[config.mk]
export PLATFORM = sky130hd
export DESIGN_NAME = rect_layer_ctrl_flat
export DESIGN_NICKNAME = d
export VERILOG_FILES = /design/src/rtl/rect_layer_if.sv /design/src/rtl/rect_layer_ctrl.sv /design/src/flat_wrapper.sv
export SDC_FILE = /design/constraint.sdc
export NUM_CORES = 1
export LEC_CHECK = 0
export ABC_AREA = 0
export ABC_CLOCK_PERIOD_IN_PS = 14100
export BUFFER_PORTS_ARGS = -buffer_cell sky130_fd_sc_hd__clkbuf_2
export CAP_MARGIN = 20
export CORE_MARGIN = 2
export CORE_UTILIZATION = 60
export DETAILED_ROUTE_END_ITERATION = 10
export PLACE_DENSITY_LB_ADDON = 0.15
export SETUP_SLACK_MARGIN = 0.5
export SYNTH_ARGS = -nofsm -noshare
export SYNTH_HDL_FRONTEND = slang
export SYNTH_SLANG_ARGS = --single-unit
[constraint.sdc]
create_clock -name clk -period 14.1 [get_ports clk]
set_clock_uncertainty 0.1 [all_clocks]
set_input_delay 2.82 -clock clk [delete_from_list [all_inputs] [get_ports clk]]
set_output_delay 2.82 -clock clk [all_outputs]
set_load 0.1 [all_outputs]
[src/rtl/rect_layer_if.sv]
// Config, commit and pixel-stream bundle of the rectangle overlay stage.
// The master drives config and input pixels; the slave is the overlay itself.
interface rect_layer_if;
  logic        cfg_valid;
  logic        cfg_ready;
  logic [2:0]  cfg_slot;
  logic        cfg_en;
  logic [10:0] cfg_x;
  logic [11:0] cfg_y;
  logic [10:0] cfg_w;
  logic [11:0] cfg_h;
  logic [23:0] cfg_rgb;
  logic        commit;
  logic        commit_pending;
  logic        pix_valid;
  logic [10:0] x;
  logic [11:0] y;
  logic [7:0]  r;
  logic [7:0]  g;
  logic [7:0]  b;
  logic        pix_valid_out;
  logic [10:0] x_out;
  logic [11:0] y_out;
  logic [7:0]  r_out;
  logic [7:0]  g_out;
  logic [7:0]  b_out;

  modport master (
    output cfg_valid, cfg_slot, cfg_en, cfg_x, cfg_y, cfg_w, cfg_h, cfg_rgb, commit,
    output pix_valid, x, y, r, g, b,
    input  cfg_ready, commit_pending, pix_valid_out, x_out, y_out, r_out, g_out, b_out
  );

  modport slave (
    input  cfg_valid, cfg_slot, cfg_en, cfg_x, cfg_y, cfg_w, cfg_h, cfg_rgb, commit,
    input  pix_valid, x, y, r, g, b,
    output cfg_ready, commit_pending, pix_valid_out, x_out, y_out, r_out, g_out, b_out
  );
endinterface

[src/rtl/rect_layer_ctrl.sv]
// Run-time configurable rectangle overlay: shadow/active descriptor banks swapped
// at a frame start, and a 2-stage hit-test / priority-select pixel pipeline.
module rect_layer_ctrl #(
  parameter int NUM_RECTS = 4
) (
  input logic         clk,
  input logic         rst,
  rect_layer_if.slave bus
);
  typedef struct packed {
    logic        en;
    logic [10:0] x;
    logic [11:0] y;
    logic [10:0] w;
    logic [11:0] h;
    logic [23:0] rgb;
  } rect_t;

  rect_t shadow   [NUM_RECTS];
  rect_t active   [NUM_RECTS];
  rect_t table_p0 [NUM_RECTS];
  logic  commit_pending;
  logic  frame_start;
  logic  apply;
  logic  cfg_wr;

  logic [NUM_RECTS-1:0] hit_p1;
  logic [23:0]          rgb_p1 [NUM_RECTS];
  logic                 vld_p1;
  logic [10:0]          x_p1;
  logic [11:0]          y_p1;
  logic [23:0]          pix_rgb_p1;

  logic [23:0] sel_rgb;
  logic        vld_p2;
  logic [10:0] x_p2;
  logic [11:0] y_p2;
  logic [23:0] rgb_p2;

  // Far edges are formed one bit wider so a rectangle touching the coordinate
  // maximum cannot wrap around and hit near zero.
  function automatic logic covers(rect_t d, logic [10:0] px, logic [11:0] py);
    logic [11:0] x_end;
    logic [12:0] y_end;
    x_end = {1'b0, d.x} + {1'b0, d.w};
    y_end = {1'b0, d.y} + {1'b0, d.h};
    return d.en && (px >= d.x) && ({1'b0, px} < x_end)
                && (py >= d.y) && ({1'b0, py} < y_end);
  endfunction

  assign frame_start        = bus.pix_valid && (bus.x == 11'd0) && (bus.y == 12'd0);
  assign apply              = commit_pending && frame_start;
  assign cfg_wr             = bus.cfg_valid && !commit_pending;
  assign bus.cfg_ready      = !commit_pending;
  assign bus.commit_pending = commit_pending;

  // The frame-start pixel that applies a commit already sees the new table.
  always_comb begin
    for (int i = 0; i < NUM_RECTS; i++) begin
      table_p0[i] = apply ? shadow[i] : active[i];
    end
  end

  always_ff @(posedge clk) begin
    if (rst) begin
      commit_pending <= 1'b0;
      for (int i = 0; i < NUM_RECTS; i++) begin
        shadow[i] <= '0;
        active[i] <= '0;
      end
    end else begin
      for (int i = 0; i < NUM_RECTS; i++) begin
        if (cfg_wr && (bus.cfg_slot == 3'(i))) begin
          shadow[i] <= {bus.cfg_en, bus.cfg_x, bus.cfg_y, bus.cfg_w, bus.cfg_h, bus.cfg_rgb};
        end
        if (apply) begin
          active[i] <= shadow[i];
        end
      end
      if (apply) begin
        commit_pending <= 1'b0;
      end else if (bus.commit) begin
        commit_pending <= 1'b1;
      end
    end
  end

  // ---- stage 1: per-slot hit bits, slot colours, pixel ----
  always_ff @(posedge clk) begin
    if (rst) begin
      vld_p1 <= 1'b0;
    end else begin
      vld_p1 <= bus.pix_valid;
    end
  end

  always_ff @(posedge clk) begin
    for (int i = 0; i < NUM_RECTS; i++) begin
      hit_p1[i] <= covers(table_p0[i], bus.x, bus.y);
      rgb_p1[i] <= table_p0[i].rgb;
    end
    x_p1       <= bus.x;
    y_p1       <= bus.y;
    pix_rgb_p1 <= {bus.r, bus.g, bus.b};
  end

  // ---- stage 2: highest-index hitting slot wins ----
  always_comb begin
    sel_rgb = pix_rgb_p1;
    for (int i = 0; i < NUM_RECTS; i++) begin
      if (hit_p1[i]) begin
        sel_rgb = rgb_p1[i];
      end
    end
  end

  always_ff @(posedge clk) begin
    if (rst) begin
      vld_p2 <= 1'b0;
      x_p2   <= '0;
      y_p2   <= '0;
      rgb_p2 <= '0;
    end else begin
      vld_p2 <= vld_p1;
      x_p2   <= x_p1;
      y_p2   <= y_p1;
      rgb_p2 <= sel_rgb;
    end
  end

  assign bus.pix_valid_out = vld_p2;
  assign bus.x_out         = x_p2;
  assign bus.y_out         = y_p2;
  assign bus.r_out         = rgb_p2[23:16];
  assign bus.g_out         = rgb_p2[15:8];
  assign bus.b_out         = rgb_p2[7:0];
endmodule

[src/flat_wrapper.sv]
// flat-port wrapper written by rule: the top's interface ports become plain ports
module rect_layer_ctrl_flat 
#(
  parameter int NUM_RECTS = 4
)
  (clk, rst, bus_cfg_valid, bus_cfg_slot, bus_cfg_en, bus_cfg_x, bus_cfg_y, bus_cfg_w, bus_cfg_h, bus_cfg_rgb, bus_commit, bus_pix_valid, bus_x, bus_y, bus_r, bus_g, bus_b, bus_cfg_ready, bus_commit_pending, bus_pix_valid_out, bus_x_out, bus_y_out, bus_r_out, bus_g_out, bus_b_out);
  rect_layer_if bus_i ();
  input logic clk;
  input logic rst;
  input wire logic [$bits(bus_i.cfg_valid)-1:0] bus_cfg_valid;
  input wire logic [$bits(bus_i.cfg_slot)-1:0] bus_cfg_slot;
  input wire logic [$bits(bus_i.cfg_en)-1:0] bus_cfg_en;
  input wire logic [$bits(bus_i.cfg_x)-1:0] bus_cfg_x;
  input wire logic [$bits(bus_i.cfg_y)-1:0] bus_cfg_y;
  input wire logic [$bits(bus_i.cfg_w)-1:0] bus_cfg_w;
  input wire logic [$bits(bus_i.cfg_h)-1:0] bus_cfg_h;
  input wire logic [$bits(bus_i.cfg_rgb)-1:0] bus_cfg_rgb;
  input wire logic [$bits(bus_i.commit)-1:0] bus_commit;
  input wire logic [$bits(bus_i.pix_valid)-1:0] bus_pix_valid;
  input wire logic [$bits(bus_i.x)-1:0] bus_x;
  input wire logic [$bits(bus_i.y)-1:0] bus_y;
  input wire logic [$bits(bus_i.r)-1:0] bus_r;
  input wire logic [$bits(bus_i.g)-1:0] bus_g;
  input wire logic [$bits(bus_i.b)-1:0] bus_b;
  output wire logic [$bits(bus_i.cfg_ready)-1:0] bus_cfg_ready;
  output wire logic [$bits(bus_i.commit_pending)-1:0] bus_commit_pending;
  output wire logic [$bits(bus_i.pix_valid_out)-1:0] bus_pix_valid_out;
  output wire logic [$bits(bus_i.x_out)-1:0] bus_x_out;
  output wire logic [$bits(bus_i.y_out)-1:0] bus_y_out;
  output wire logic [$bits(bus_i.r_out)-1:0] bus_r_out;
  output wire logic [$bits(bus_i.g_out)-1:0] bus_g_out;
  output wire logic [$bits(bus_i.b_out)-1:0] bus_b_out;
  assign bus_i.cfg_valid = bus_cfg_valid;
  assign bus_i.cfg_slot = bus_cfg_slot;
  assign bus_i.cfg_en = bus_cfg_en;
  assign bus_i.cfg_x = bus_cfg_x;
  assign bus_i.cfg_y = bus_cfg_y;
  assign bus_i.cfg_w = bus_cfg_w;
  assign bus_i.cfg_h = bus_cfg_h;
  assign bus_i.cfg_rgb = bus_cfg_rgb;
  assign bus_i.commit = bus_commit;
  assign bus_i.pix_valid = bus_pix_valid;
  assign bus_i.x = bus_x;
  assign bus_i.y = bus_y;
  assign bus_i.r = bus_r;
  assign bus_i.g = bus_g;
  assign bus_i.b = bus_b;
  assign bus_cfg_ready = bus_i.cfg_ready;
  assign bus_commit_pending = bus_i.commit_pending;
  assign bus_pix_valid_out = bus_i.pix_valid_out;
  assign bus_x_out = bus_i.x_out;
  assign bus_y_out = bus_i.y_out;
  assign bus_r_out = bus_i.r_out;
  assign bus_g_out = bus_i.g_out;
  assign bus_b_out = bus_i.b_out;
  rect_layer_ctrl #(.NUM_RECTS(NUM_RECTS)) u_core (.clk(clk), .rst(rst), .bus(bus_i));
endmodule
# After elaboration in Yosys (flattened, before gate mapping)
# Memories as Yosys holds them, arrays and structs flattened.
# Cells that the tools add are included.
[word_totals]
ff_bits = 101
ram_bits = 664
memories = 3
out_inout_bits = 50
word_cells = 110
inputBits = 126
[memory_table]
columns = ["name", "words", "width", "rd", "rd_ports_with_merged_regs", "wr", "line_no", "text"]
rows = [
  ["u_core.active", 4, 71, 4, 0, 4, "rect_layer_ctrl.sv:20", "rect_t active [NUM_RECTS];"],
  ["u_core.shadow", 4, 71, 4, 0, 4, "rect_layer_ctrl.sv:19", "rect_t shadow [NUM_RECTS];"],
  ["u_core.rgb_p1", 4, 24, 4, 0, 4, "rect_layer_ctrl.sv:28", "logic [23:0] rgb_p1 [NUM_RECTS];"],
]
[classes]
eq_ne = 3
addsub = 8
n_reduce_logical = 29
bitwise_logic = 8
muxes = 33
n_lt_le_gt_ge = 16
[ops]
columns = ["operator", "n"]
rows = [
  ["71-bit two-way mux", 12],
  ["24-bit two-way mux", 4],
  ["12-bit by 12-bit adder with 13-bit output", 4],
  ["12-bit by 13-bit < comparator with 1-bit output", 4],
  ["11-bit by 11-bit adder with 12-bit output", 4],
  ["12-bit greater-or-equal comparator", 4],
  ["11-bit by 12-bit < comparator with 1-bit output", 4],
  ["11-bit greater-or-equal comparator", 4],
  ["1-bit logical AND", 24],
  ["1-bit two-way mux", 17],
  ["12-bit logical NOT", 1],
  ["11-bit logical NOT", 1],
  ["1-bit bitwise OR", 8],
  ["3-bit by 2-bit equality test with 1-bit output, second input constant", 2],
  ["3-bit by 1-bit equality test with 1-bit output, second input constant", 1],
  ["3-bit logical NOT", 1],
  ["2-bit OR reduction", 1],
  ["1-bit logical NOT", 1],
]

# Depth between registers and ports, before layout
# Gate-level depths: netlist of run 1.
[depth]
word_depth = 10
ltp_mapped = 27
ltp_nobuf = 22

# Worst setup path before layout of run 1
# OpenSTA, ideal clock, no wires.
[synth_path]
path_kind = "input to register"
start = "in bus_x[3]"
end = "mem u_core.active[0][0] (netlist name) (enable)"
stages = 8
arrival_time_ps = 10564
n_path_buf = 4
t_required_ps = 13302
setup_slack_ps = 2738
setup_ps = 698
path_cell_list = "buf_6 > nor4_4 > and3_1 > buf_6 > nand2_2 > buf_2 > buf_2 > nand2b_1"
[synth_rtl]
columns = ["element", "line_no", "text"]
rows = [
  ["start, declared", "flat_wrapper.sv:20", "input wire logic [$bits(bus_i.x)-1:0] bus_x;"],
  ["end, declared", "rect_layer_ctrl.sv:20", ""],
]

# Worst setup path in the final report of run 1
[layout_path]
start = "in bus_y[4]"
end = "reg u_core.hit_p1[0]"
[layout_between]
elab_chain_cells = 9
elab_cells_between_ends = 14
classes_between = "add/sub: 2; order compare: 4; mux: 1; reduce/logical: 7"
[layout_rtl]
columns = ["element", "line_no", "text"]
rows = [
  ["start, declared", "flat_wrapper.sv:21", "input wire logic [$bits(bus_i.y)-1:0] bus_y;"],
  ["12-bit logical NOT", "rect_layer_ctrl.sv:51", "assign frame_start = bus.pix_valid && (bus.x == 11'd0) && (bus.y == 12'd0);"],
  ["1-bit logical AND", "rect_layer_ctrl.sv:51", ""],
  ["1-bit logical AND", "rect_layer_ctrl.sv:52", "assign apply = commit_pending && frame_start;"],
  ["71-bit two-way mux", "rect_layer_ctrl.sv:60", "table_p0[i] = apply ? shadow[i] : active[i];"],
  ["11-bit by 11-bit adder with 12-bit output or 11-bit greater-or-equal comparator (tied branches)", "rect_layer_ctrl.sv:45, rect_layer_ctrl.sv:47", ""],
  ["11-bit by 12-bit < comparator with 1-bit output or 1-bit logical AND (tied branches)", "rect_layer_ctrl.sv:47", "return d.en && (px >= d.x) && ({1'b0, px} < x_end)"],
  ["1-bit logical AND", "rect_layer_ctrl.sv:47", ""],
  ["1-bit logical AND", "rect_layer_ctrl.sv:48", "&& (py >= d.y) && ({1'b0, py} < y_end);"],
  ["1-bit logical AND *", "rect_layer_ctrl.sv:48", ""],
  ["end signal, assigned by index", "rect_layer_ctrl.sv:99", "hit_p1[i] <= covers(table_p0[i], bus.x, bus.y);"],
  ["end, declared", "rect_layer_ctrl.sv:27", "logic [NUM_RECTS-1:0] hit_p1;"],
]
# Every way passes the cells marked *; elsewhere a longest branch is shown, timed or not.
# A chain may end at the register's enable or synchronous reset.

==> flow_summary.html, run 1 <==
<table>
<tr><th>Metric</th><th>Value</th></tr>
<tr><th colspan="2">Clock tree</th></tr>
<tr><td>Worst skew pair latency</td><td>0.63 ns</td></tr>
<tr><td>Clock sink total</td><td>765</td></tr>
<tr><td># Post-CTS Setup Buffers</td><td>0</td></tr>
<tr><td>Clock transition at the register clock pins on the worst setup and hold paths after CTS</td><td>0.06 ns</td></tr>
<tr><td>Number of buffers created by CTS</td><td>80</td></tr>
<tr><td>Post-cts hold buffer count</td><td>0</td></tr>
<tr><td>Clock tree from TritonCTS</td><td>built</td></tr>
<tr><td>Cell at the root of the clock tree</td><td>sky130_fd_sc_hd__clkbuf_16</td></tr>
<tr><td>Max Buffers Root-to-Sink</td><td>3</td></tr>
<tr><td>CTS HTree Levels</td><td>3</td></tr>
<tr><td>Resized Gates After CTS</td><td>0</td></tr>
<tr><th colspan="2">Die</th></tr>
<tr><td>Initial core utilization</td><td>61.0%</td></tr>
<tr><td>Standard cell core area</td><td>0.0619 sq mm</td></tr>
<tr><td>Count of pins on the block boundary</td><td>176</td></tr>
<tr><td>X dimension of the die</td><td>255 um</td></tr>
<tr><td>Die Y-Extent</td><td>255 um</td></tr>
<tr><td>Overall die area</td><td>0.0650 sq mm</td></tr>
<tr><td>Number of core rows</td><td>91</td></tr>
<tr><th colspan="2">Routing</th></tr>
<tr><td>DR pass1 iterations</td><td>6</td></tr>
<tr><td>First-iteration detailed-routing DRC count</td><td>2,098</td></tr>
<tr><td># DRC</td><td>0</td></tr>
<tr><td>Final routed wire length divided by cell count</td><td>21.5 um</td></tr>
<tr><td>Via density per instance</td><td>5.76</td></tr>
<tr><td>DRT antenna net count</td><td>0</td></tr>
<tr><td>Via Count</td><td>26,100</td></tr>
<tr><td>Routed wire length</td><td>97,500 um</td></tr>
<tr><th colspan="2">STA</th></tr>
<tr><td>Min Tclk post-route</td><td>8.89 ns</td></tr>
<tr><td>Worst slew pin tran</td><td>1.17 ns</td></tr>
<tr><td>Worst Setup Slack, final</td><td>5.21 ns</td></tr>
<tr><td>Final Hold Viols</td><td>0</td></tr>
<tr><td>Highest achievable clock rate</td><td>112 MHz</td></tr>
<tr><td>Summed negative setup slack over all endpoints</td><td>0 ns</td></tr>
<tr><td>Tcrit/Tclk final</td><td>63.1%</td></tr>
<tr><td>Max transition margin</td><td>21.7%</td></tr>
<tr><td>Setup repair after global routing missed its margin</td><td>false</td></tr>
<tr><td>Setup violators final</td><td>0</td></tr>
<tr><td>Max-slew violation total from the final report</td><td>0</td></tr>
<tr><th colspan="2">Critical path</th></tr>
<tr><td>Worst path required time</td><td>14.48 ns</td></tr>
<tr><td>Worst setup EP type</td><td>register</td></tr>
<tr><td>Worst-path cell with the longest stage delay</td><td>sky130_fd_sc_hd__nor3_1</td></tr>
<tr><td>Arrival time at the worst endpoint</td><td>9.28 ns</td></tr>
<tr><td>R2r setup slk</td><td>7.38 ns</td></tr>
<tr><td>Setup crit start kind</td><td>input port</td></tr>
<tr><td>Setup CP Type</td><td>input port to register</td></tr>
<tr><td>CP Cell Sequence</td><td>clkbuf_2, nor3_1, and3_1, nand2_8, buf_4, nand2_1, nand2_1, ha_1, a21o_1, a21oi_1, nor2b_1, o21a_1, nor3_1, o31ai_1, o41ai_1, xor2_1, ha_1, nor4bb_1, nand3_1, a22oi_1, nor4b_2</td></tr>
<tr><td>WP depth</td><td>21</td></tr>
<tr><td>Highest cell delay on the worst timing path</td><td>0.71 ns</td></tr>
<tr><td>Cell family with most CP delay</td><td>simple AND/OR/NAND/NOR gates</td></tr>
<tr><td>Depth of the worst register-to-register path</td><td>20</td></tr>
<tr><td>CP bufs+invs</td><td>2</td></tr>
<tr><td>Maximum fanout count along the critical path</td><td>116</td></tr>
<tr><th colspan="2">Synth</th></tr>
<tr><td>Gate count after technology mapping</td><td>3,494</td></tr>
<tr><td>Total of warnings raised by yosys</td><td>0</td></tr>
<tr><td>Post-synth cell types</td><td>83</td></tr>
<tr><td>Mapped Area</td><td>0.0378 sq mm</td></tr>
<tr><td>Sequential fraction of the synthesis area</td><td>55.6%</td></tr>
<tr><td>Area share of the largest cell type after synthesis</td><td>45.1%</td></tr>
<tr><td>Share of flip-flops with an asynchronous set or reset</td><td>0%</td></tr>
<tr><td>Number of synthesized flops with an enable pin</td><td>568</td></tr>
<tr><td>Total nets after synthesis</td><td>3,880</td></tr>
<tr><td>Leading cell types by total area after synthesis</td><td>sky130_fd_sc_hd__edfxtp_1 (45%), sky130_fd_sc_hd__dfxtp_1 (10%), sky130_fd_sc_hd__and2_1 (9.4%)</td></tr>
<tr><td>Post-Synthesis Mean Instance Area</td><td>10.8 sq um</td></tr>
<tr><td>Dominant cell type by area after synthesis</td><td>sky130_fd_sc_hd__edfxtp_1</td></tr>
<tr><td>Number of storage elements in the synthesis netlist</td><td>765</td></tr>
<tr><td>Predominant post-synthesis flop cell</td><td>sky130_fd_sc_hd__edfxtp_1</td></tr>
<tr><th colspan="2">GRT</th></tr>
<tr><td>Met2 demand-to-capacity share in global routing</td><td>51.0%</td></tr>
<tr><td>Met3 global-route usage</td><td>4.20%</td></tr>
<tr><td>Wire length of the first global-routing pass</td><td>148,000 um</td></tr>
<tr><td>Busiest layer in global routing</td><td>met2</td></tr>
<tr><td>Largest net degree at the start of global routing</td><td>146</td></tr>
<tr><td>GRT Overall Usage</td><td>30.1%</td></tr>
<tr><td>Routing usage on met1</td><td>39.8%</td></tr>
<tr><td>Global route total overflow</td><td>0</td></tr>
<tr><td>Initial antenna violation count</td><td>3</td></tr>
<tr><td>Via count of the first global-routing pass</td><td>25,800</td></tr>
<tr><th colspan="2">Pwr</th></tr>
<tr><td>Maximum vdd drop</td><td>0.0000957 V</td></tr>
<tr><td>Total leakage power</td><td>18.5 nW</td></tr>
<tr><td>Total power per unit cell area</td><td>121 mW/mm^2</td></tr>
<tr><th colspan="2">Status</th></tr>
<tr><td>Run status</td><td>completed</td></tr>
<tr><th colspan="2">Job</th></tr>
<tr><td>Max-capacitance violation count</td><td>0</td></tr>
<tr><th colspan="2">Placement</th></tr>
<tr><td>Post-placement cell area</td><td>0.0394 sq mm</td></tr>
<tr><td>Post-placement worst setup slack</td><td>4.72 ns</td></tr>
<tr><td>Dpl hpwl</td><td>61,900 um</td></tr>
<tr><td>Number of buffer cells added on primary ports</td><td>175</td></tr>
<tr><td>Global placement routability congestion</td><td>0.929</td></tr>
<tr><th colspan="2">Hold path</th></tr>
<tr><td>Class of the most critical hold timing path</td><td>register to register</td></tr>
<tr><td>Instance count along the most critical hold path</td><td>2</td></tr>
<tr><th colspan="2">Final layout</th></tr>
<tr><td>Fin area</td><td>0.0419 sq mm</td></tr>
<tr><td>Fraction of final layout cells with drive strength greater than 1</td><td>9.63%</td></tr>
<tr><td>Area grow syn2layout</td><td>10.8%</td></tr>
<tr><td>Post-layout nets</td><td>4,016</td></tr>
</table>
## cells in the final DEF (no fill, tap or decap), types with 6 or more instances in the layout
cell and instances:
sky130_fd_sc_hd__o211ai_1 6, sky130_fd_sc_hd__maj3_1 6, sky130_fd_sc_hd__and2_1 570, sky130_fd_sc_hd__nor2_1 161
sky130_fd_sc_hd__nand4_1 13, sky130_fd_sc_hd__clkbuf_1 31, sky130_fd_sc_hd__a21o_1 63, sky130_fd_sc_hd__nor2b_1 43
sky130_fd_sc_hd__clkinv_1 6, sky130_fd_sc_hd__nand3_1 24, sky130_fd_sc_hd__xnor2_1 37, sky130_fd_sc_hd__mux2i_1 82
sky130_fd_sc_hd__inv_1 109, sky130_fd_sc_hd__o21bai_1 8, sky130_fd_sc_hd__o21a_1 16, sky130_fd_sc_hd__or3_1 7
sky130_fd_sc_hd__nand2_1 708, sky130_fd_sc_hd__a21oi_1 152, sky130_fd_sc_hd__o31ai_1 7, sky130_fd_sc_hd__clkinv_2 9
sky130_fd_sc_hd__o21ai_0 60, sky130_fd_sc_hd__ha_1 256, sky130_fd_sc_hd__nor3_1 24, sky130_fd_sc_hd__nor4_1 6
sky130_fd_sc_hd__clkbuf_16 81, sky130_fd_sc_hd__nand2b_1 26, sky130_fd_sc_hd__a211o_1 7, sky130_fd_sc_hd__xor2_1 61
sky130_fd_sc_hd__clkbuf_2 175, sky130_fd_sc_hd__dfxtp_1 194, sky130_fd_sc_hd__edfxtp_1 568, sky130_fd_sc_hd__buf_4 24
sky130_fd_sc_hd__a211oi_1 8, sky130_fd_sc_hd__a31oi_1 8
## final cells by class
| type | count | area (sq um) |
|---|---|---|
| antenna | 1 | 2.50 |
| fill | 4776 | 20100 |
| clock buffer | 115 | 2180 |
| sequential | 765 | 21000 |
| timing repair buffer | 201 | 1100 |
| inverter | 109 | 409 |
| clock inverter | 32 | 295 |
| multi-input combinational | 2473 | 15800 |
| tap | 837 | 1050 |
## path summary, 6_finish.rpt
path,endpoint,from
max reg2reg,u_core.hit_p1[0],u_core.bus.commit_pending
min,u_core.rgb_p1[1][12],u_core.active[0][83]
min reg2reg,u_core.rgb_p1[1][12],u_core.active[0][83]
max,u_core.hit_p1[0],bus_y[4]
## cell usage after synthesis, types with 6 or more instances
cell type,n
sky130_fd_sc_hd__nor2_1,162
sky130_fd_sc_hd__nand2b_1,27
sky130_fd_sc_hd__and2_1,570
sky130_fd_sc_hd__dfxtp_1,197
sky130_fd_sc_hd__ha_1,256
sky130_fd_sc_hd__nor2b_1,43
sky130_fd_sc_hd__mux2i_1,82
sky130_fd_sc_hd__xor2_1,61
sky130_fd_sc_hd__nor4_1,6
sky130_fd_sc_hd__o21bai_1,8
sky130_fd_sc_hd__buf_2,29
sky130_fd_sc_hd__a211oi_1,8
sky130_fd_sc_hd__o21a_1,16
sky130_fd_sc_hd__clkbuf_1,109
sky130_fd_sc_hd__o31ai_1,7
sky130_fd_sc_hd__or3_1,7
sky130_fd_sc_hd__nand3_1,24
sky130_fd_sc_hd__nand2_1,708
sky130_fd_sc_hd__o211ai_1,6
sky130_fd_sc_hd__inv_1,109
sky130_fd_sc_hd__a31oi_1,8
sky130_fd_sc_hd__a21oi_1,152
sky130_fd_sc_hd__xnor2_1,37
sky130_fd_sc_hd__o21ai_0,60
sky130_fd_sc_hd__maj3_1,6
sky130_fd_sc_hd__edfxtp_1,568
sky130_fd_sc_hd__a21o_1,63
sky130_fd_sc_hd__nand4_1,13
sky130_fd_sc_hd__a211o_1,7
sky130_fd_sc_hd__nor3_1,28
## metrics by stage
stage                     total power (W)  std cells  utilization, %  hold slack (ns)
after global placement            0.00310       4385            63.6            0.316
after global routing              0.00524       4533            67.6            0.359
after detailed placement          0.00312       4385            63.6            0.325
after CTS                         0.00510       4532            67.6            0.339
after floorplan                   0.00294       3494               -            0.314
final                             0.00508       4533            67.6            0.337
## kinds of logic (layout without fill, tap and decap cells)
logic type / count (synthesis) / after routing / synth area share, %
buffers and inverters: 256 / 457 / 2.76
muxes: 85 / 85 / 2.26
xor gates and xnor gates: 98 / 98 / 2.27
DFF: 765 / 765 / 55.6
and+or+nand+nor: 1617 / 1617 / 21.2
adders and majority gates: 267 / 267 / 8.88
AOI/OAI and AO/OA: 406 / 406 / 7.08
other: 0 / 1 / 0
## flip-flops by register name (all words and copies together) (netlist names)
register and flops:
u_core.active 284, u_core.shadow 284, u_core.rgb_p1 96, u_core.pix_rgb_p1 24
u_core.rgb_p2 24, u_core.bus.y_out 12, u_core.y_p1 12, u_core.bus.x_out 11
u_core.x_p1 11, u_core.hit_p1 4, u_core.bus.commit_pending 1, u_core.bus.pix_valid_out 1
u_core.vld_p1 1
## layer usage
metal  routed length (um)  vias up
met3                 5990      200
li1                     -    12300
met4                 3550        2
met2                47700      833
met1                40200    12800
met5                   18        -
## report_power, final
| part | switching, W | total (W) | internal (W) |
|---|---|---|---|
| clock | 0.000875 | 0.00200 | 0.00113 |
| sequential | 0.0000429 | 0.00256 | 0.00251 |
| combinational | 0.000355 | 0.000521 | 0.000166 |
## worst min-delay path: stages (launching register included)
cell and delay [ns]:
sky130_fd_sc_hd__edfxtp_1 0.32, sky130_fd_sc_hd__nand2_1 0.04, sky130_fd_sc_hd__nand2_1 0.05
No activity file was read; power rests on OpenSTA's default activity.
==> inputs of run 2 (changes only) <==
--- a/config.mk
+++ b/config.mk
@@ -6,7 +6,7 @@
 export NUM_CORES = 1
 export LEC_CHECK = 0
 export ABC_AREA = 0
-export ABC_CLOCK_PERIOD_IN_PS = 14100
+export ABC_CLOCK_PERIOD_IN_PS = 8700
 export BUFFER_PORTS_ARGS = -buffer_cell sky130_fd_sc_hd__clkbuf_2
 export CAP_MARGIN = 20
 export CORE_MARGIN = 2
==> constraint.sdc (replaced) <==
create_clock -name clk -period 8.7 [get_ports clk]
set_clock_uncertainty 0.1 [all_clocks]
set_input_delay 1.74 -clock clk [delete_from_list [all_inputs] [get_ports clk]]
set_output_delay 1.74 -clock clk [all_outputs]
set_load 0.1 [all_outputs]
==> run 2 against run 1 <==
Power up 67%; clock power up 75%; global-route usage down 0.16 points; sequential share of layout area down 0.42 points; combinational power up 61%; count of clock-buffer cells in the layout unchanged; register-to-register slack worse by 4.9 ns; critical path type unchanged; non-clock buffer count up 8.
==> flow_summary.html, run 2 (synthesis gave the netlist of run 1 again) <==
<table>
<tr><th>Metric</th><th>Value</th></tr>
<tr><th colspan="2">Status</th></tr>
<tr><td>Run status</td><td>completed</td></tr>
<tr><th colspan="2">Hold path</th></tr>
<tr><td>Class of the most critical hold timing path</td><td>register to register</td></tr>
<tr><th colspan="2">Final layout</th></tr>
<tr><td>Total of fill cells in the finished design</td><td>4,738</td></tr>
<tr><td>Area grow syn2layout</td><td>11.8%</td></tr>
<tr><td>Register cell area after layout</td><td>0.0210 sq mm</td></tr>
<tr><td>Most used cells in the layout excluding fill and tap cells</td><td>sky130_fd_sc_hd__nand2_1 (708), sky130_fd_sc_hd__and2_1 (570), sky130_fd_sc_hd__edfxtp_1 (568)</td></tr>
<tr><td>Fraction of final layout cells with drive strength greater than 1</td><td>10.1%</td></tr>
<tr><td>Most common cell after layout, fill and taps aside</td><td>sky130_fd_sc_hd__nand2_1</td></tr>
<tr><td>Registers with the highest flip-flop counts</td><td>u_core.active x284, u_core.shadow x284, u_core.rgb_p1 x96</td></tr>
<tr><td>Utilization after layout</td><td>68.2%</td></tr>
<tr><td>Area of the multi-input gates</td><td>0.0158 sq mm</td></tr>
<tr><td>Post-layout nets</td><td>4,024</td></tr>
<tr><th colspan="2">Pwr</th></tr>
<tr><td>Total leakage power</td><td>18.7 nW</td></tr>
<tr><td>Maximum vdd drop</td><td>0.000174 V</td></tr>
<tr><td>Sum of internal, switching and leakage power</td><td>0.00847 W</td></tr>
<tr><td>Total power per unit cell area</td><td>201 mW/mm^2</td></tr>
<tr><th colspan="2">Critical path</th></tr>
<tr><td>Arrival time at the worst endpoint</td><td>7.55 ns</td></tr>
<tr><td>Worst path required time</td><td>9.09 ns</td></tr>
<tr><td>Worst setup EP type</td><td>register</td></tr>
<tr><td>Setup crit start kind</td><td>input port</td></tr>
<tr><td>Maximum fanout count along the critical path</td><td>82</td></tr>
<tr><td>R2r setup slk</td><td>2.43 ns</td></tr>
<tr><td>Setup CP Type</td><td>input port to register</td></tr>
<tr><th colspan="2">STA</th></tr>
<tr><td>Highest achievable clock rate</td><td>140 MHz</td></tr>
<tr><td>Max-slew violation total from the final report</td><td>0</td></tr>
<tr><td>Min Tclk post-route</td><td>7.16 ns</td></tr>
<tr><td>Summed negative setup slack over all endpoints</td><td>0 ns</td></tr>
<tr><td>Final Hold Viols</td><td>0</td></tr>
<tr><td>Worst Setup Slack, final</td><td>1.54 ns</td></tr>
<tr><td>Worst slew pin tran</td><td>1.16 ns</td></tr>
<tr><td>Setup repair after global routing missed its margin</td><td>false</td></tr>
<tr><td>Max transition margin</td><td>22.8%</td></tr>
<tr><td>Setup violators final</td><td>0</td></tr>
<tr><td>Tcrit/Tclk final</td><td>82.3%</td></tr>
<tr><td>WHS</td><td>0.336 ns</td></tr>
<tr><th colspan="2">Routing</th></tr>
<tr><td>First-iteration detailed-routing DRC count</td><td>2,235</td></tr>
<tr><td>DRT antenna net count</td><td>0</td></tr>
<tr><td># DRC</td><td>0</td></tr>
<tr><td>DR pass1 iterations</td><td>6</td></tr>
<tr><td>Routed wire length</td><td>96,400 um</td></tr>
<tr><td>Via Count</td><td>25,900</td></tr>
<tr><td>Final routed wire length divided by cell count</td><td>21.2 um</td></tr>
<tr><td>Via density per instance</td><td>5.70</td></tr>
<tr><th colspan="2">Placement</th></tr>
<tr><td>Global placement routability congestion</td><td>0.940</td></tr>
<tr><td>Number of buffer cells added on primary ports</td><td>175</td></tr>
<tr><td>Dpl hpwl</td><td>60,900 um</td></tr>
<tr><td>Post-placement worst setup slack</td><td>0.989 ns</td></tr>
<tr><th colspan="2">Clock tree</th></tr>
<tr><td>Worst skew pair latency</td><td>0.66 ns</td></tr>
<tr><td>Post-cts hold buffer count</td><td>0</td></tr>
<tr><td>Cell at the root of the clock tree</td><td>sky130_fd_sc_hd__clkbuf_16</td></tr>
<tr><td>Number of buffers created by CTS</td><td>80</td></tr>
<tr><td># Post-CTS Setup Buffers</td><td>0</td></tr>
<tr><td>Clock tree from TritonCTS</td><td>built</td></tr>
<tr><td>Resized Gates After CTS</td><td>0</td></tr>
<tr><td>Clock sink total</td><td>765</td></tr>
<tr><td>Max Buffers Root-to-Sink</td><td>3</td></tr>
<tr><td>CTS HTree Levels</td><td>3</td></tr>
<tr><td>Clock transition at the register clock pins on the worst setup and hold paths after CTS</td><td>0.06 ns</td></tr>
<tr><th colspan="2">Die</th></tr>
<tr><td>Standard cell core area</td><td>0.0619 sq mm</td></tr>
<tr><td>Number of core rows</td><td>91</td></tr>
<tr><td>X dimension of the die</td><td>255 um</td></tr>
<tr><td>Die Y-Extent</td><td>255 um</td></tr>
<tr><td>Count of pins on the block boundary</td><td>176</td></tr>
<tr><td>Initial core utilization</td><td>61.0%</td></tr>
<tr><td>Overall die area</td><td>0.0650 sq mm</td></tr>
<tr><th colspan="2">GRT</th></tr>
<tr><td>Wire length of the first global-routing pass</td><td>148,000 um</td></tr>
<tr><td>Largest net degree at the start of global routing</td><td>180</td></tr>
<tr><td>Global route total overflow</td><td>0</td></tr>
<tr><td>Via count of the first global-routing pass</td><td>25,900</td></tr>
<tr><td>GRT Overall Usage</td><td>30.0%</td></tr>
<tr><td>Initial antenna violation count</td><td>4</td></tr>
<tr><th colspan="2">Job</th></tr>
<tr><td>Max-capacitance violation count</td><td>0</td></tr>
</table>
-- run 2: critical path: stages --
cell and delay (ns):
sky130_fd_sc_hd__clkbuf_2 0.32, sky130_fd_sc_hd__nor4b_2 0.46, sky130_fd_sc_hd__and4_1 0.67, sky130_fd_sc_hd__nand2_8 0.53, sky130_fd_sc_hd__nand2_1 0.23, sky130_fd_sc_hd__nand2_1 0.10, sky130_fd_sc_hd__ha_1 0.25, sky130_fd_sc_hd__maj3_1 0.37
sky130_fd_sc_hd__a21o_1 0.21, sky130_fd_sc_hd__a311oi_1 0.33, sky130_fd_sc_hd__a21oi_2 0.08, sky130_fd_sc_hd__nor4_1 0.44, sky130_fd_sc_hd__or3_1 0.21, sky130_fd_sc_hd__xor2_1 0.08, sky130_fd_sc_hd__ha_1 0.30, sky130_fd_sc_hd__and4_1 0.17
sky130_fd_sc_hd__o21ai_0 0.07, sky130_fd_sc_hd__o211ai_1 0.16, sky130_fd_sc_hd__a21o_1 0.13, sky130_fd_sc_hd__a21oi_1 0.06, sky130_fd_sc_hd__a211oi_1 0.41, sky130_fd_sc_hd__nor4_2 0.08
-- run 2: power breakdown --
part	internal [W]	total (W)	switching, W
Combinational	0.000270	0.000841	0.000571
Sequential	0.00407	0.00414	0.0000694
Clock	0.00201	0.00349	0.00148
-- run 2: area by class of cell --
cell class                      count  share of cell area (%)
Antenna cell                        3                  0.0178
Clock buffer                      115                    5.34
Clock inverter                     33                    1.07
Inverter                          109                   0.969
Multi-Input combinational cell   2473                    37.5
Sequential cell                   765                    49.8
Tap cell                          837                    2.48
Timing Repair Buffer              209                    2.89
-- run 2: path summary, 6_finish.rpt --
kind / start / depth (start not counted) / end
min: u_core.active[0][80] / 2 / u_core.rgb_p1[1][9]
min reg2reg: u_core.active[0][80] / 2 / u_core.rgb_p1[1][9]
max: bus_x[8] / 22 / u_core.hit_p1[3]
max reg2reg: u_core.bus.commit_pending / 21 / u_core.hit_p1[3]
-- run 2: layer usage --
layer  global-route usage (%)  wire length [um]  share of wire (%)  vias to the layer above
met5                        0                 0                  0                        -
met4                     11.3              3250                3.4                        0
met3                     4.51              6340                6.6                      189
met2                     50.4             46700                 48                      860
met1                     39.4             40100                 42                    12600
li1                         -                 -                  -                    12300
-- run 2: through the flow --
stage | instances | cell area, sq um
after floorplan | 3494 | 37800
after global placement | 4393 | 39500
after detailed placement | 4393 | 39500
after CTS | 4541 | 42200
after global routing | 4544 | 42200
final | 4544 | 42200
==> inputs of run 3 (changes only) <==
--- a/config.mk
+++ b/config.mk
@@ -6,11 +6,11 @@
 export NUM_CORES = 1
 export LEC_CHECK = 0
 export ABC_AREA = 0
-export ABC_CLOCK_PERIOD_IN_PS = 8700
+export ABC_CLOCK_PERIOD_IN_PS = 5800
 export BUFFER_PORTS_ARGS = -buffer_cell sky130_fd_sc_hd__clkbuf_2
 export CAP_MARGIN = 20
 export CORE_MARGIN = 2
-export CORE_UTILIZATION = 60
+export CORE_UTILIZATION = 56
 export DETAILED_ROUTE_END_ITERATION = 10
 export PLACE_DENSITY_LB_ADDON = 0.15
 export SETUP_SLACK_MARGIN = 0.5
==> constraint.sdc (replaced) <==
create_clock -name clk -period 5.8 [get_ports clk]
set_clock_uncertainty 0.1 [all_clocks]
set_input_delay 1.16 -clock clk [delete_from_list [all_inputs] [get_ports clk]]
set_output_delay 1.16 -clock clk [all_outputs]
set_load 0.1 [all_outputs]
==> run 3 against run 2 <==
Hold slack got worse by 0.0017 ns; sequential power rose by 50%; die area grew 7.0%; via count up 1.1%; non-clock buffer count grew 127; count of clock-buffer cells in the layout down 11; first-iteration DRC count shrank 12%; power is 50% higher; register-to-register slack worse by 1.4 ns; clock power up 49%; setup slack lost 0.81 ns.
==> flow_summary.html, run 3 (synthesis gave the netlist of run 1 again) <==
<table>
<tr><th>Metric</th><th>Value</th></tr>
<tr><th colspan="2">Status</th></tr>
<tr><td>Run status</td><td>completed</td></tr>
<tr><th colspan="2">Critical path</th></tr>
<tr><td>R2r setup slk</td><td>1.00 ns</td></tr>
<tr><td>Worst path required time</td><td>6.24 ns</td></tr>
<tr><td>Crit path from</td><td>bus_x[8]</td></tr>
<tr><td>Arrival time at the worst endpoint</td><td>5.50 ns</td></tr>
<tr><td>Setup crit start kind</td><td>input port</td></tr>
<tr><td>Maximum fanout count along the critical path</td><td>15</td></tr>
<tr><td>Last element of the critical path</td><td>u_core.hit_p1[2]</td></tr>
<tr><td>Worst setup EP type</td><td>register</td></tr>
<tr><td>Startpoint of the worst register-to-register path</td><td>u_core.bus.commit_pending</td></tr>
<tr><td>Critical R2R Capture</td><td>u_core.hit_p1[2]</td></tr>
<tr><td>Setup CP Type</td><td>input port to register</td></tr>
<tr><td>Depth of the worst register-to-register path</td><td>20</td></tr>
<tr><th colspan="2">STA</th></tr>
<tr><td>Max transition margin</td><td>24.7%</td></tr>
<tr><td>Setup repair after global routing missed its margin</td><td>true</td></tr>
<tr><td>Tcrit/Tclk final</td><td>87.4%</td></tr>
<tr><td>Highest achievable clock rate</td><td>197 MHz</td></tr>
<tr><td>Worst Setup Slack, final</td><td>0.733 ns</td></tr>
<tr><td>Setup violators final</td><td>0</td></tr>
<tr><td>Min Tclk post-route</td><td>5.07 ns</td></tr>
<tr><td>Max-slew violation total from the final report</td><td>0</td></tr>
<tr><td>Worst slew pin tran</td><td>1.13 ns</td></tr>
<tr><td>Final Hold Viols</td><td>0</td></tr>
<tr><th colspan="2">GRT</th></tr>
<tr><td>Wire length of the first global-routing pass</td><td>152,000 um</td></tr>
<tr><td>Via count of the first global-routing pass</td><td>26,600</td></tr>
<tr><td>GRT Overall Usage</td><td>28.2%</td></tr>
<tr><td>Initial antenna violation count</td><td>3</td></tr>
<tr><td>Largest net degree at the start of global routing</td><td>185</td></tr>
<tr><td>Global route total overflow</td><td>0</td></tr>
<tr><th colspan="2">Placement</th></tr>
<tr><td>Post-placement cell area</td><td>0.0406 sq mm</td></tr>
<tr><td>Number of buffer cells added on primary ports</td><td>175</td></tr>
<tr><td>Placed Cells</td><td>4,554</td></tr>
<tr><td>Post-placement worst setup slack</td><td>-0.114 ns</td></tr>
<tr><td>Dpl hpwl</td><td>64,800 um</td></tr>
<tr><td>Global placement routability congestion</td><td>0.944</td></tr>
<tr><th colspan="2">Die</th></tr>
<tr><td>Standard cell core area</td><td>0.0669 sq mm</td></tr>
<tr><td>Count of pins on the block boundary</td><td>176</td></tr>
<tr><td>Number of core rows</td><td>95</td></tr>
<tr><td>X dimension of the die</td><td>264 um</td></tr>
<tr><td>Initial core utilization</td><td>56.5%</td></tr>
<tr><td>Die Y-Extent</td><td>264 um</td></tr>
<tr><td>Overall die area</td><td>0.0696 sq mm</td></tr>
<tr><th colspan="2">Final layout</th></tr>
<tr><td>Most common cell after layout, fill and taps aside</td><td>sky130_fd_sc_hd__nand2_1</td></tr>
<tr><td>Area grow syn2layout</td><td>14.9%</td></tr>
<tr><td>Utilization after layout</td><td>64.9%</td></tr>
<tr><td>Post-layout nets</td><td>4,153</td></tr>
<tr><td>Most used cells in the layout excluding fill and tap cells</td><td>sky130_fd_sc_hd__nand2_1 (708), sky130_fd_sc_hd__and2_1 (570), sky130_fd_sc_hd__edfxtp_1 (568)</td></tr>
<tr><td>Fin area</td><td>0.0434 sq mm</td></tr>
<tr><td>Total of fill cells in the finished design</td><td>5,223</td></tr>
<tr><td>Final cell count without fillers</td><td>4,707</td></tr>
<tr><td>Registers with the highest flip-flop counts</td><td>u_core.active x284, u_core.shadow x284, u_core.rgb_p1 x96</td></tr>
<tr><td>Fraction of final layout cells with drive strength greater than 1</td><td>13.9%</td></tr>
<tr><th colspan="2">Clock tree</th></tr>
<tr><td>Cell at the root of the clock tree</td><td>sky130_fd_sc_hd__clkbuf_16</td></tr>
<tr><td>Clock sink total</td><td>765</td></tr>
<tr><td>Worst skew pair latency</td><td>0.64 ns</td></tr>
<tr><td>Clock tree from TritonCTS</td><td>built</td></tr>
<tr><td>Number of buffers created by CTS</td><td>81</td></tr>
<tr><td>CTS HTree Levels</td><td>3</td></tr>
<tr><td>Clock transition at the register clock pins on the worst setup and hold paths after CTS</td><td>0.06 ns</td></tr>
<tr><td>Post-cts hold buffer count</td><td>0</td></tr>
<tr><td>Max Buffers Root-to-Sink</td><td>3</td></tr>
<tr><th colspan="2">Routing</th></tr>
<tr><td>DRT antenna net count</td><td>0</td></tr>
<tr><td>First-iteration detailed-routing DRC count</td><td>1,959</td></tr>
<tr><td>Via density per instance</td><td>5.57</td></tr>
<tr><td>Final routed wire length divided by cell count</td><td>20.9 um</td></tr>
<tr><td>Via Count</td><td>26,200</td></tr>
<tr><td># DRC</td><td>0</td></tr>
<tr><td>Routed wire length</td><td>98,300 um</td></tr>
<tr><td>DR pass1 iterations</td><td>5</td></tr>
<tr><th colspan="2">Hold path</th></tr>
<tr><td>Class of the most critical hold timing path</td><td>register to register</td></tr>
<tr><td>Instance count along the most critical hold path</td><td>1</td></tr>
<tr><th colspan="2">Pwr</th></tr>
<tr><td>Sum of internal, switching and leakage power</td><td>0.0127 W</td></tr>
<tr><td>Total power per unit cell area</td><td>293 mW/mm^2</td></tr>
<tr><td>Maximum vdd drop</td><td>0.000211 V</td></tr>
<tr><td>Total leakage power</td><td>19.4 nW</td></tr>
<tr><th colspan="2">Job</th></tr>
<tr><td>Max-capacitance violation count</td><td>0</td></tr>
</table>
run 3: cell types whose count changed in the layout (fill, tap and decap cells not counted), moves of 5 or more:
cell | before | now
sky130_fd_sc_hd__buf_4 | 27 | 150
sky130_fd_sc_hd__clkbuf_1 | 24 | 13
sky130_fd_sc_hd__clkinv_2 | 12 | 19
sky130_fd_sc_hd__a21oi_1 | 152 | 147
sky130_fd_sc_hd__a21oi_2 | 5 | 10
sky130_fd_sc_hd__clkinv_1 | 5 | 11
run 3: routing by layer:
| layer | track usage, % | share of wire, % | up-vias |
|---|---|---|---|
| met5 | 0 | 0.013 | - |
| met1 | 36.9 | 43 | 12700 |
| met3 | 3.99 | 5.7 | 179 |
| met2 | 48.4 | 49 | 756 |
| li1 | - | - | 12500 |
| met4 | 9.57 | 2.9 | 2 |
run 3: report_power, final:
group,leakage [nW],internal (W),total (W),switching (W)
combinational,10.6,0.000453,0.00132,0.000867
sequential,7.47,0.00611,0.00621,0.000105
clock,1.33,0.00296,0.00520,0.00224
run 3: through the flow:
stage	hold WS, ns	TNS, ns
finish	0.335	0
global route	0.357	0
CTS	0.336	0
detailed placement	0.325	-0.131
global placement	0.318	-0.0215
floorplan	0.314	0
run 3: how the worst min path moves through the flow:
stage                               startpoint                       end
after global routing      u_core.active[0][13]      u_core.rgb_p1[0][13]
after global placement          u_core.x_p1[4]       u_core.bus.x_out[4]
after floorplan                  u_core.vld_p1  u_core.bus.pix_valid_out
after CTS                       u_core.x_p1[5]       u_core.bus.x_out[5]
final                           u_core.x_p1[5]       u_core.bus.x_out[5]
after detailed placement        u_core.x_p1[5]       u_core.bus.x_out[5]
run 3: repair_timing:
action                     CTS  global route
buffers inserted             0             1
gates resized for setup      0            21
setup endpoints to repair    0             4
run 3: layout make-up:
cell class	instances	area, sq um	area share [%]
Antenna cell	1	2.50	0.00577
Sequential cell	765	21000	48.4
Clock buffer	104	2250	5.18
Multi-Input combinational cell	2474	16000	36.8
Clock inverter	45	458	1.06
Timing Repair Buffer	336	2210	5.10
Inverter	109	409	0.943
Tap cell	873	1090	2.52
run 3: critical path, stage by stage:
cell and delay [ns]:
sky130_fd_sc_hd__clkbuf_2 0.10, sky130_fd_sc_hd__nor4b_2 0.30, sky130_fd_sc_hd__buf_4 0.19, sky130_fd_sc_hd__and4_4 0.33
sky130_fd_sc_hd__nand2_4 0.20, sky130_fd_sc_hd__nand2_1 0.12, sky130_fd_sc_hd__nand2_1 0.08, sky130_fd_sc_hd__ha_1 0.27
sky130_fd_sc_hd__a21o_1 0.19, sky130_fd_sc_hd__a21oi_2 0.18, sky130_fd_sc_hd__nor2b_1 0.06, sky130_fd_sc_hd__o21ai_0 0.21
sky130_fd_sc_hd__a21oi_1 0.14, sky130_fd_sc_hd__a41o_1 0.29, sky130_fd_sc_hd__nor2_1 0.12, sky130_fd_sc_hd__xor2_1 0.21
sky130_fd_sc_hd__ha_1 0.29, sky130_fd_sc_hd__a21o_1 0.17, sky130_fd_sc_hd__a21o_1 0.19, sky130_fd_sc_hd__a221oi_2 0.29
sky130_fd_sc_hd__nor4b_2 0.09, sky130_fd_sc_hd__nor4_1 0.31
